`config.mk`:
```
export PLATFORM = sky130hd
export DESIGN_NAME = msp430_evt_sync_sched_flat
export DESIGN_NICKNAME = d
export VERILOG_FILES = /design/src/rtl/msp430_evt_sync_sched_if.sv /design/src/rtl/msp430_evt_sync_sched.sv /design/src/flat_wrapper.sv
export SDC_FILE = /design/constraint.sdc
export NUM_CORES = 1
export LEC_CHECK = 0
export CELL_PAD_IN_SITES_DETAIL_PLACEMENT = 1
export CELL_PAD_IN_SITES_GLOBAL_PLACEMENT = 1
export CORE_MARGIN = 2
export CORE_UTILIZATION = 35
export DETAILED_ROUTE_END_ITERATION = 6
export PLACE_DENSITY_LB_ADDON = 0.1
export REMOVE_ABC_BUFFERS = 1
export SLEW_MARGIN = 20
export SYNTH_ARGS = -nofsm -noshare
export SYNTH_HDL_FRONTEND = slang
export SYNTH_SLANG_ARGS = --single-unit
```
`constraint.sdc`:
```
create_clock -name clk -period 3.3 [get_ports clk]
set_clock_uncertainty 0.15 [all_clocks]
set_input_delay 0.495 -clock clk [delete_from_list [all_inputs] [get_ports clk]]
set_output_delay 0.495 -clock clk [all_outputs]
set_load 0.005 [all_outputs]
```
`src/rtl/msp430_evt_sync_sched_if.sv`:
```
// rtl/msp430_evt_sync_sched_if.sv - event lines, offer handshake and status bundle for the event scheduler
interface msp430_evt_sync_sched_if #(
    parameter int NUM_SRC = 4
);
    localparam int ID_W = (NUM_SRC > 1) ? $clog2(NUM_SRC) : 1;

    logic [NUM_SRC-1:0] evt_in;
    logic [NUM_SRC-1:0] src_en;
    logic               evt_ack;
    logic               ovf_clr;
    logic               evt_valid;
    logic [ID_W-1:0]    evt_id;
    logic [NUM_SRC-1:0] evt_pend;
    logic [NUM_SRC-1:0] evt_ovf;

    modport master (
        output evt_in,
        output src_en,
        output evt_ack,
        output ovf_clr,
        input  evt_valid,
        input  evt_id,
        input  evt_pend,
        input  evt_ovf
    );

    modport slave (
        input  evt_in,
        input  src_en,
        input  evt_ack,
        input  ovf_clr,
        output evt_valid,
        output evt_id,
        output evt_pend,
        output evt_ovf
    );
endinterface

```
`src/rtl/msp430_evt_sync_sched.sv`:
```
// rtl/msp430_evt_sync_sched.sv - async event synchronizer with pending/overflow tracking and round-robin offer FSM
module msp430_evt_sync_sched #(
    parameter int NUM_SRC     = 4,
    parameter int SYNC_STAGES = 2
) (
    input  logic                  clk,
    input  logic                  rst_n,
    msp430_evt_sync_sched_if.slave bus
);
    localparam int ID_W = (NUM_SRC > 1) ? $clog2(NUM_SRC) : 1;

    typedef enum logic {
        IDLE  = 1'b0,
        OFFER = 1'b1
    } state_t;

    state_t state_q, state_nxt;

    logic [SYNC_STAGES-1:0][NUM_SRC-1:0] sync_q;
    logic [NUM_SRC-1:0] sync_out;
    logic [NUM_SRC-1:0] prev_q;
    logic [NUM_SRC-1:0] rise;
    logic [NUM_SRC-1:0] pend_q, pend_nxt;
    logic [NUM_SRC-1:0] ovf_q, ovf_nxt;
    logic [NUM_SRC-1:0] ack_clr;
    logic [NUM_SRC-1:0] req;
    logic [ID_W-1:0]    id_q, id_nxt;
    logic [ID_W-1:0]    rr_q, rr_nxt;

    // First requester at or after the round-robin pointer; scanning downward
    // lets the lowest offset overwrite the others.
    function automatic logic [ID_W-1:0] rr_pick(input logic [NUM_SRC-1:0] r,
                                                input logic [ID_W-1:0]    p);
        logic [ID_W-1:0] sel;
        int              c;
        sel = '0;
        for (int k = NUM_SRC - 1; k >= 0; k--) begin
            c = int'(p) + k;
            if (c >= NUM_SRC) c = c - NUM_SRC;
            if (r[c]) sel = ID_W'(c);
        end
        return sel;
    endfunction

    // Only the last synchronizer stage is allowed to reach downstream logic.
    always_ff @(posedge clk or negedge rst_n) begin
        if (!rst_n) begin
            sync_q <= '0;
            prev_q <= '0;
        end else begin
            sync_q <= {sync_q[SYNC_STAGES-2:0], bus.evt_in};
            prev_q <= sync_out;
        end
    end

    assign sync_out = sync_q[SYNC_STAGES-1];
    assign rise     = sync_out & ~prev_q;

    // A fresh rise beats an acknowledge clear on the same source and is not
    // treated as an overflow, since the earlier event is being consumed.
    always_comb begin
        pend_nxt = pend_q;
        ovf_nxt  = ovf_q;
        if (bus.ovf_clr) ovf_nxt = '0;
        for (int i = 0; i < NUM_SRC; i++) begin
            if (!bus.src_en[i]) begin
                pend_nxt[i] = 1'b0;
            end else if (rise[i]) begin
                pend_nxt[i] = 1'b1;
                if (pend_q[i] && !ack_clr[i]) ovf_nxt[i] = 1'b1;
            end else if (ack_clr[i]) begin
                pend_nxt[i] = 1'b0;
            end
        end
    end

    always_comb begin
        state_nxt = state_q;
        id_nxt    = id_q;
        rr_nxt    = rr_q;
        ack_clr   = '0;
        req       = pend_q & bus.src_en;
        case (state_q)
            IDLE: begin
                if (|req) begin
                    id_nxt    = rr_pick(req, rr_q);
                    state_nxt = OFFER;
                end
            end
            OFFER: begin
                // Offer is frozen until acknowledged, even if the source is disabled.
                if (bus.evt_ack) begin
                    ack_clr[id_q] = 1'b1;
                    if (int'(id_q) == NUM_SRC - 1) rr_nxt = '0;
                    else                           rr_nxt = id_q + 1'b1;
                    state_nxt = IDLE;
                end
            end
            default: state_nxt = IDLE;
        endcase
    end

    always_ff @(posedge clk or negedge rst_n) begin
        if (!rst_n) begin
            state_q <= IDLE;
            id_q    <= '0;
            rr_q    <= '0;
            pend_q  <= '0;
            ovf_q   <= '0;
        end else begin
            state_q <= state_nxt;
            id_q    <= id_nxt;
            rr_q    <= rr_nxt;
            pend_q  <= pend_nxt;
            ovf_q   <= ovf_nxt;
        end
    end

    assign bus.evt_valid = (state_q == OFFER);
    assign bus.evt_id    = id_q;
    assign bus.evt_pend  = pend_q;
    assign bus.evt_ovf   = ovf_q;

endmodule

```
`src/flat_wrapper.sv`:
```
// flat-port wrapper written by rule: the top's interface ports become plain ports
module msp430_evt_sync_sched_flat 
#(
    parameter int NUM_SRC     = 4,
    parameter int SYNC_STAGES = 2
)
  (clk, rst_n, bus_evt_in, bus_src_en, bus_evt_ack, bus_ovf_clr, bus_evt_valid, bus_evt_id, bus_evt_pend, bus_evt_ovf);
  msp430_evt_sync_sched_if #(.NUM_SRC(NUM_SRC)) bus_i ();
  input  logic clk;
  input  logic rst_n;
  input wire logic [$bits(bus_i.evt_in)-1:0] bus_evt_in;
  input wire logic [$bits(bus_i.src_en)-1:0] bus_src_en;
  input wire logic [$bits(bus_i.evt_ack)-1:0] bus_evt_ack;
  input wire logic [$bits(bus_i.ovf_clr)-1:0] bus_ovf_clr;
  output wire logic [$bits(bus_i.evt_valid)-1:0] bus_evt_valid;
  output wire logic [$bits(bus_i.evt_id)-1:0] bus_evt_id;
  output wire logic [$bits(bus_i.evt_pend)-1:0] bus_evt_pend;
  output wire logic [$bits(bus_i.evt_ovf)-1:0] bus_evt_ovf;
  assign bus_i.evt_in = bus_evt_in;
  assign bus_i.src_en = bus_src_en;
  assign bus_i.evt_ack = bus_evt_ack;
  assign bus_i.ovf_clr = bus_ovf_clr;
  assign bus_evt_valid = bus_i.evt_valid;
  assign bus_evt_id = bus_i.evt_id;
  assign bus_evt_pend = bus_i.evt_pend;
  assign bus_evt_ovf = bus_i.evt_ovf;
  msp430_evt_sync_sched #(.NUM_SRC(NUM_SRC), .SYNC_STAGES(SYNC_STAGES)) u_core (.clk(clk), .rst_n(rst_n), .bus(bus_i));
endmodule
```
==> results of run 1 <==
-- logic make-up after synthesis --
group           synth area share, %
flops                          61.4
compound gates                 13.1
simple gates                   14.2
mux                            2.58
buf+inv                        3.69
fa+ha+maj                      4.91
-- power by group through the flow --
stage,clock (uW),combinational (uW),sequential (uW)
CTS,147,155,397
detailed placement,0,154,403
finish,138,152,397
floorplan,0,76.6,389
global placement,0,154,402
global route,160,176,403
-- per-stage QoR --
step                worst slack, ns  util (%)  area, um^2
floorplan                      1.93         -        1020
global placement               1.43      46.6        1280
detailed placement             1.40      46.6        1280
CTS                            1.28      47.7        1320
global route                   1.23      47.7        1320
finish                         1.29      47.7        1320
-- worst min-delay path by stage --
| stage | startpoint | end | slack [ns] | depth (start not counted) |
|---|---|---|---|---|
| 2_1_floorplan | rst_n | u_core.bus.evt_id[0] | 0.05 | 0 |
| 3_3_place_gp | u_core.sync_q[0] | u_core.sync_out[0] | 0.18 | 0 |
| 3_5_place_dp | u_core.sync_q[1] | u_core.sync_out[1] | 0.19 | 0 |
| 4_1_cts | u_core.sync_q[1] | u_core.sync_out[1] | 0.22 | 0 |
| 5_1_grt | u_core.sync_q[2] | u_core.sync_out[2] | 0.23 | 0 |
| 6_report | u_core.sync_q[1] | u_core.sync_out[1] | 0.22 | 0 |
-- Yosys cell counts, drive strengths merged --
cell | instances | area [um^2]
a41o | 1 | 10.0
and2 | 4 | 25.0
and3 | 5 | 36.3
dfrtp | 25 | 626
ha | 4 | 50.1
inv | 10 | 37.5
mux2 | 2 | 26.3
nand2 | 8 | 35.0
nand2b | 4 | 25.0
nand3 | 1 | 5.00
nand4 | 1 | 6.26
nor3b | 1 | 12.5
o21a | 2 | 15.0
o21ai | 4 | 20.0
o221ai | 1 | 15.0
o22ai | 5 | 31.3
o31ai | 1 | 7.51
o41ai | 4 | 35.0
-- cell type report --
class | count | area [um^2]
inverters | 10 | 37.5
fillers | 289 | 1440
flip-flops and latches | 25 | 626
well taps | 31 | 38.8
multi-input cells | 48 | 355
clock inverters | 1 | 7.51
repair buffers | 23 | 228
clock buffers | 3 | 22.5
-- state kept, by name (all words and copies together), names as in the netlist --
| register | count |
|---|---|
| u_core.bus.evt_ovf | 4 |
| u_core.bus.evt_pend | 4 |
| u_core.prev_q | 4 |
| u_core.sync_out | 4 |
| u_core.sync_q | 4 |
| u_core.bus.evt_id | 2 |
| u_core.rr_q | 2 |
| u_core.bus.evt_valid | 1 |
-- metal layers --
| layer | vias up | share of wire, % |
|---|---|---|
| met5 | - | 0 |
| met4 | 0 | 0.30 |
| met1 | 361 | 45 |
| met2 | 20 | 50 |
| met3 | 2 | 5.0 |
| li1 | 345 | - |
==> summary.txt, run 1 <==
Critical path
  – Crit path arrival time: 1.37 ns
  – Worst setup path endpoint: bus_evt_valid
  – Crit path max-delay family: buffers and inverters
  – Slack of the worst reg-to-reg path: around 1.8 ns
  – CP bufs+invs: 1
  – CP Class: register to primary output
  – Crit-path slowest cell: clkdlybuf4s50_1
  – Worst Path Required: roughly 2.7 ns
  – Worst Setup SP: u_core.bus.evt_valid
  – R2r startpoint: u_core.bus.evt_id[0]
  – R2R cell count: 4
  – Slowest stage delay, CP: between 0.5 and 0.6 ns
  – Critical R2R Capture: u_core.bus.evt_ovf[0]
  – CP Capture Type: primary output
  – CP Launch Type: register
  – Cell Chain, Critical Path: clkdlybuf4s50_1
  – Cell count along the critical path: 1
  – Worst Path Max Fanout: 8

Timing
  – Slew headroom: between 70% and 80%
  – Final worst path period share: between 60% and 70%
  – Setup_tns: 0 ns
  – Hold Vio Cnt, Final: 0
  – Min Tclk post-route: ~2.0 ns
  – Unrepaired setup endpoints after global routing: false
  – Worst hold slack: about 0.22 ns
  – Worst Tran Pin Value: between 0.3 and 0.4 ns
  – Setup Viol. Count Final: 0
  – Fmax: between 400 and 500 MHz
  – Fin. max-slew vios: 0

Global route
  – Top Usage Layer GRT: met2
  – First-pass GRT wire length: 3.38 mm
  – Number of global-route vias before repair: approximately 760
  – GR Util met2: 22.2%
  – Met3 usage: 4.91%
  – GRT Total Usage: between 10% and 20%
  – Met1 usage: 17.2%
  – Initial antenna violation count: 0
  – Pin count of the biggest net entering global routing: 26
  – Grt ovf: 0

Synth
  – Post-synthesis cell count: between 80 and 90
  – Syn avg cell area: 12.3 um^2
  – Mapped Area: approximately 1000 um^2
  – Seq/Total Area, Yosys: 61.4%
  – Yosys warns: 0
  – Post-synthesis register bit count: 25
  – Post-synth cell types: 22

Layout
  – Ant diodes: 0
  – Fin cells: between 100 and 150
  – NumNets Final: 127
  – Area Growth Syn to Fin: 29.1%
  – Ratio of cells with drive above 1 in the final layout: 10.9%
  – Most common cell after layout, fill and taps aside: dfrtp_1
  – Commonest cells after routing, fill and taps aside: dfrtp_1, clkdlybuf4s50_1, inv_1

Placed design
  – IO buf count: 22
  – Hpwl dp: between 1.5 and 2 mm
  – GP Congestion: 0.774
  – Placed Cells: 137

Clock tree
  – Root Buffer: clkbuf_4
  – CTS Buffer Depth: 2
  – Num CTS Buffers: 3
  – Clock transition at path regs: ~0.14 ns
  – Clock tree sinks: 25
  – Hold-fix buffers, CTS: 0
  – Clk_lat worst skew: 0.32 ns
  – TritonCTS clock tree: done
  – Post-CTS Resized: 0
  – Setup repair bufs after CTS: 0
  – Number of H-tree levels: 1

Power and ir drop
  – Psw: just over 200 uW
  – Leak: 0.000587 uW
  – Total Power: about 690 uW
  – Internal: 481 uW
  – Peak supply drop: slightly above 0.4 mV
  – Clock power share: between 20% and 30%
  – Reg power frac: ~58%
  – PD cells: approximately 520 nW/um^2
  – Comb pwr share: between 20% and 30%
  – Switching Fraction: between 20 and 30%

Floorplan
  – Die Span X: 57.9 um
  – Starting Density: between 30% and 40%
  – Chip Height: around 58 um
  – Die area: between 3000 and 4000 um^2
  – Boundary Pins: 23
  – Core area: ~2800 um^2
  – # rows: 19

Route
  – Vias per cell: approximately 5.2
  – DR vias: 728
  – DRC: 0
  – Final ANT Viol Nets: 0
  – DR iter-0 viols: 12
  – Routed Wire Length: slightly above 2 mm
  – Routed len/inst: between 10 and 15 um
  – DRT Pass-1 Iters: 4

Job
  – Max-cap viol count: 0

Min path
  – Hold Path Class: register to register

Outcome
  – Status: completed
No activity file was read; power rests on OpenSTA's default activity.
==> run 2, diff against run 1 <==
==> constraint.sdc (replaced) <==
create_clock -name clk -period 1.9 [get_ports clk]
set_clock_uncertainty 0.15 [all_clocks]
set_input_delay 0.285 -clock clk [delete_from_list [all_inputs] [get_ports clk]]
set_output_delay 0.285 -clock clk [all_outputs]
set_load 0.005 [all_outputs]
==> run 2 against run 1 <==
Effect of this change:
- critical path depth unchanged
- sequential power increased by 73%
- worst hold slack got worse by 0.076 ns
- power increased by 77%
- first-iteration DRC count decreased by 50%
- highest routed layer unchanged
- global-route usage increased by 0.39 points
- final cell count unchanged
- die area unchanged
- sequential share of layout area about the same
- core utilization about the same
- non-clock buffer count unchanged
- routed wire length increased by 3.7%
==> summary.txt, run 2 (same netlist as run 1, synthesis figures left out) <==
Floorplan
  – # rows: 19 (unchanged)
  – Core area: 2760 um^2 (unchanged)
  – Starting Density: 36.9% (unchanged)
  – Die Span X: 57.9 um (unchanged)
  – Boundary Pins: 23 (unchanged)
  – Chip Height: 57.9 um (unchanged)
  – Die area: 3360 um^2 (unchanged)

Power and ir drop
  – Peak supply drop: 0.645 mV (+56%)
  – Leak: 0.000591 uW (+0.75%)
  – PD cells: 924 nW/um^2 (+77%)

Outcome
  – Status: completed

Placed design
  – IO buf count: 22 (unchanged)
  – GP Congestion: 0.768 (-0.80%)
  – Hpwl dp: 1.55 mm (+2.1%)
  – Placed Area: 1280 um^2 (unchanged)

Clock tree
  – Number of H-tree levels: 1 (unchanged)
  – Clock tree sinks: 25 (unchanged)
  – Root Buffer: clkbuf_4
  – Post-CTS Resized: 0 (unchanged)
  – TritonCTS clock tree: done
  – Hold-fix buffers, CTS: 0 (unchanged)
  – Clock transition at path regs: 0.14 ns (about the same)
  – Clk_lat worst skew: 0.33 ns (about the same)
  – CTS Buffer Depth: 2 (unchanged)
  – Num CTS Buffers: 3 (unchanged)
  – Setup repair bufs after CTS: 0 (unchanged)

Min path
  – Hold Path Class: primary input to async pin

Critical path
  – Worst Path Max Fanout: 6 (-2)
  – CP bufs+invs: 1 (unchanged)
  – Crit-path slowest cell: clkdlybuf4s50_1
  – CP Capture Type: primary output
  – Slowest stage delay, CP: 0.54 ns (about the same)
  – CP Launch Type: register
  – Crit path max-delay family: buffers and inverters
  – Slack of the worst reg-to-reg path: 0.34 ns (-1.41 ns)
  – Critical R2R Capture: u_core.bus.evt_ovf[1]
  – Worst Path Required: 1.46 ns (-1.19 ns)
  – Worst Setup SP: u_core.bus.evt_id[0]
  – Cell count along the critical path: 1 (unchanged)
  – R2R cell count: 4 (unchanged)
  – Worst setup path endpoint: bus_evt_id[0]
  – Crit path arrival time: 1.36 ns (about the same)
  – CP Class: register to primary output
  – R2r startpoint: u_core.bus.evt_id[1]
  – Cell Chain, Critical Path: clkdlybuf4s50_1

Timing
  – Setup_tns: 0 ns (unchanged)
  – Hold Vio Cnt, Final: 0 (unchanged)
  – Worst Tran Pin Value: 0.328 ns (+0.0128 ns)
  – Slew headroom: 77.8% (-0.87 points)
  – Fin. max-slew vios: 0 (unchanged)
  – Fmax: around 560 MHz
  – Setup Viol. Count Final: 0 (unchanged)
  – Unrepaired setup endpoints after global routing: false
  – Min Tclk post-route: approximately 1.8 ns
  – Final worst path period share: 94.6%

Layout
  – Area Growth Syn to Fin: 29.2% (about the same)
  – Seq. cell area: 626 um^2 (unchanged)
  – Commonest cells after routing, fill and taps aside: dfrtp_1, clkdlybuf4s50_1, inv_1
  – Ant diodes: 0 (unchanged)
  – Multi-input gate area: 355 um^2 (unchanged)
  – NumNets Final: 127 (unchanged)
  – Ratio of cells with drive above 1 in the final layout: 10.9% (unchanged)
  – Most common cell after layout, fill and taps aside: dfrtp_1
  – Fin area: 1320 um^2 (about the same)
  – FILL cells: 307 (+6.2%)

Route
  – DRC: 0 (unchanged)
  – Vias per cell: 5.19 (+0.55%)
  – Routed Wire Length: 2.09 mm (+3.7%)
  – DRT Pass-1 Iters: 4 (unchanged)
  – DR vias: 732 (+0.55%)
  – Final ANT Viol Nets: 0 (unchanged)
  – Routed len/inst: 14.8 um (+3.7%)
  – DR iter-0 viols: 6 (-6)

Global route
  – Initial antenna violation count: 0 (unchanged)
  – Grt ovf: 0 (unchanged)
  – First-pass GRT wire length: 3.45 mm (+2.0%)
  – Number of global-route vias before repair: 751 (-0.53%)
  – GRT Total Usage: 14.1% (+0.39 points)
  – Pin count of the biggest net entering global routing: 26 (unchanged)

Job
  – Max-cap viol count: 0 (unchanged)
-- run 2: cell types whose count changed in the layout (fill, tap and decap cells not counted) --
| cell | before | now |
|---|---|---|
| clkinvlp_4 | 1 | 0 |
| inv_6 | 0 | 1 |
-- run 2: final cells by class --
class,instances,share of cell area (%)
clock buffers,3,1.71
multi-input cells,48,27.0
flip-flops and latches,25,47.5
inverters,10,2.85
repair buffers,23,17.3
clock inverters,1,0.665
well taps,31,2.95
-- run 2: where the power goes --
group	switching [uW]	leakage, uW	internal (uW)
registers	89.7	0.000310	598
clock network	171	0.0000183	86.0
logic	113	0.000263	159
-- run 2: metrics by stage --
step | util [%] | power [uW] | hold slack (ns) | instances | worst slack (ns)
2_1_floorplan | - | 809 | -0.161 | 83 | 0.528
6_report | 47.7 | 1220 | 0.139 | 141 | 0.103
3_3_place_gp | 46.6 | 966 | 0.182 | 137 | 0.236
3_5_place_dp | 46.6 | 979 | 0.189 | 137 | 0.191
5_1_grt | 47.7 | 1300 | 0.159 | 141 | 0.0355
4_1_cts | 47.7 | 1240 | 0.139 | 141 | 0.0827
-- run 2: metal layers --
layer	up-vias	track usage [%]	share of wire (%)
met5	-	0	0
met4	0	3.99	1.3
met3	4	4.91	4.7
met2	17	23.1	48
met1	364	17.7	46
li1	347	-	-
-- run 2: worst min-delay path by stage --
stage | from | to | cells after the start
CTS | rst_n | u_core.bus.evt_pend[1] | 2
detailed placement | u_core.sync_q[1] | u_core.sync_out[1] | 0
global route | rst_n | u_core.bus.evt_pend[1] | 2
global placement | u_core.sync_q[0] | u_core.sync_out[0] | 0
finish | rst_n | u_core.bus.evt_pend[1] | 2
floorplan | rst_n | u_core.bus.evt_id[0] | 0
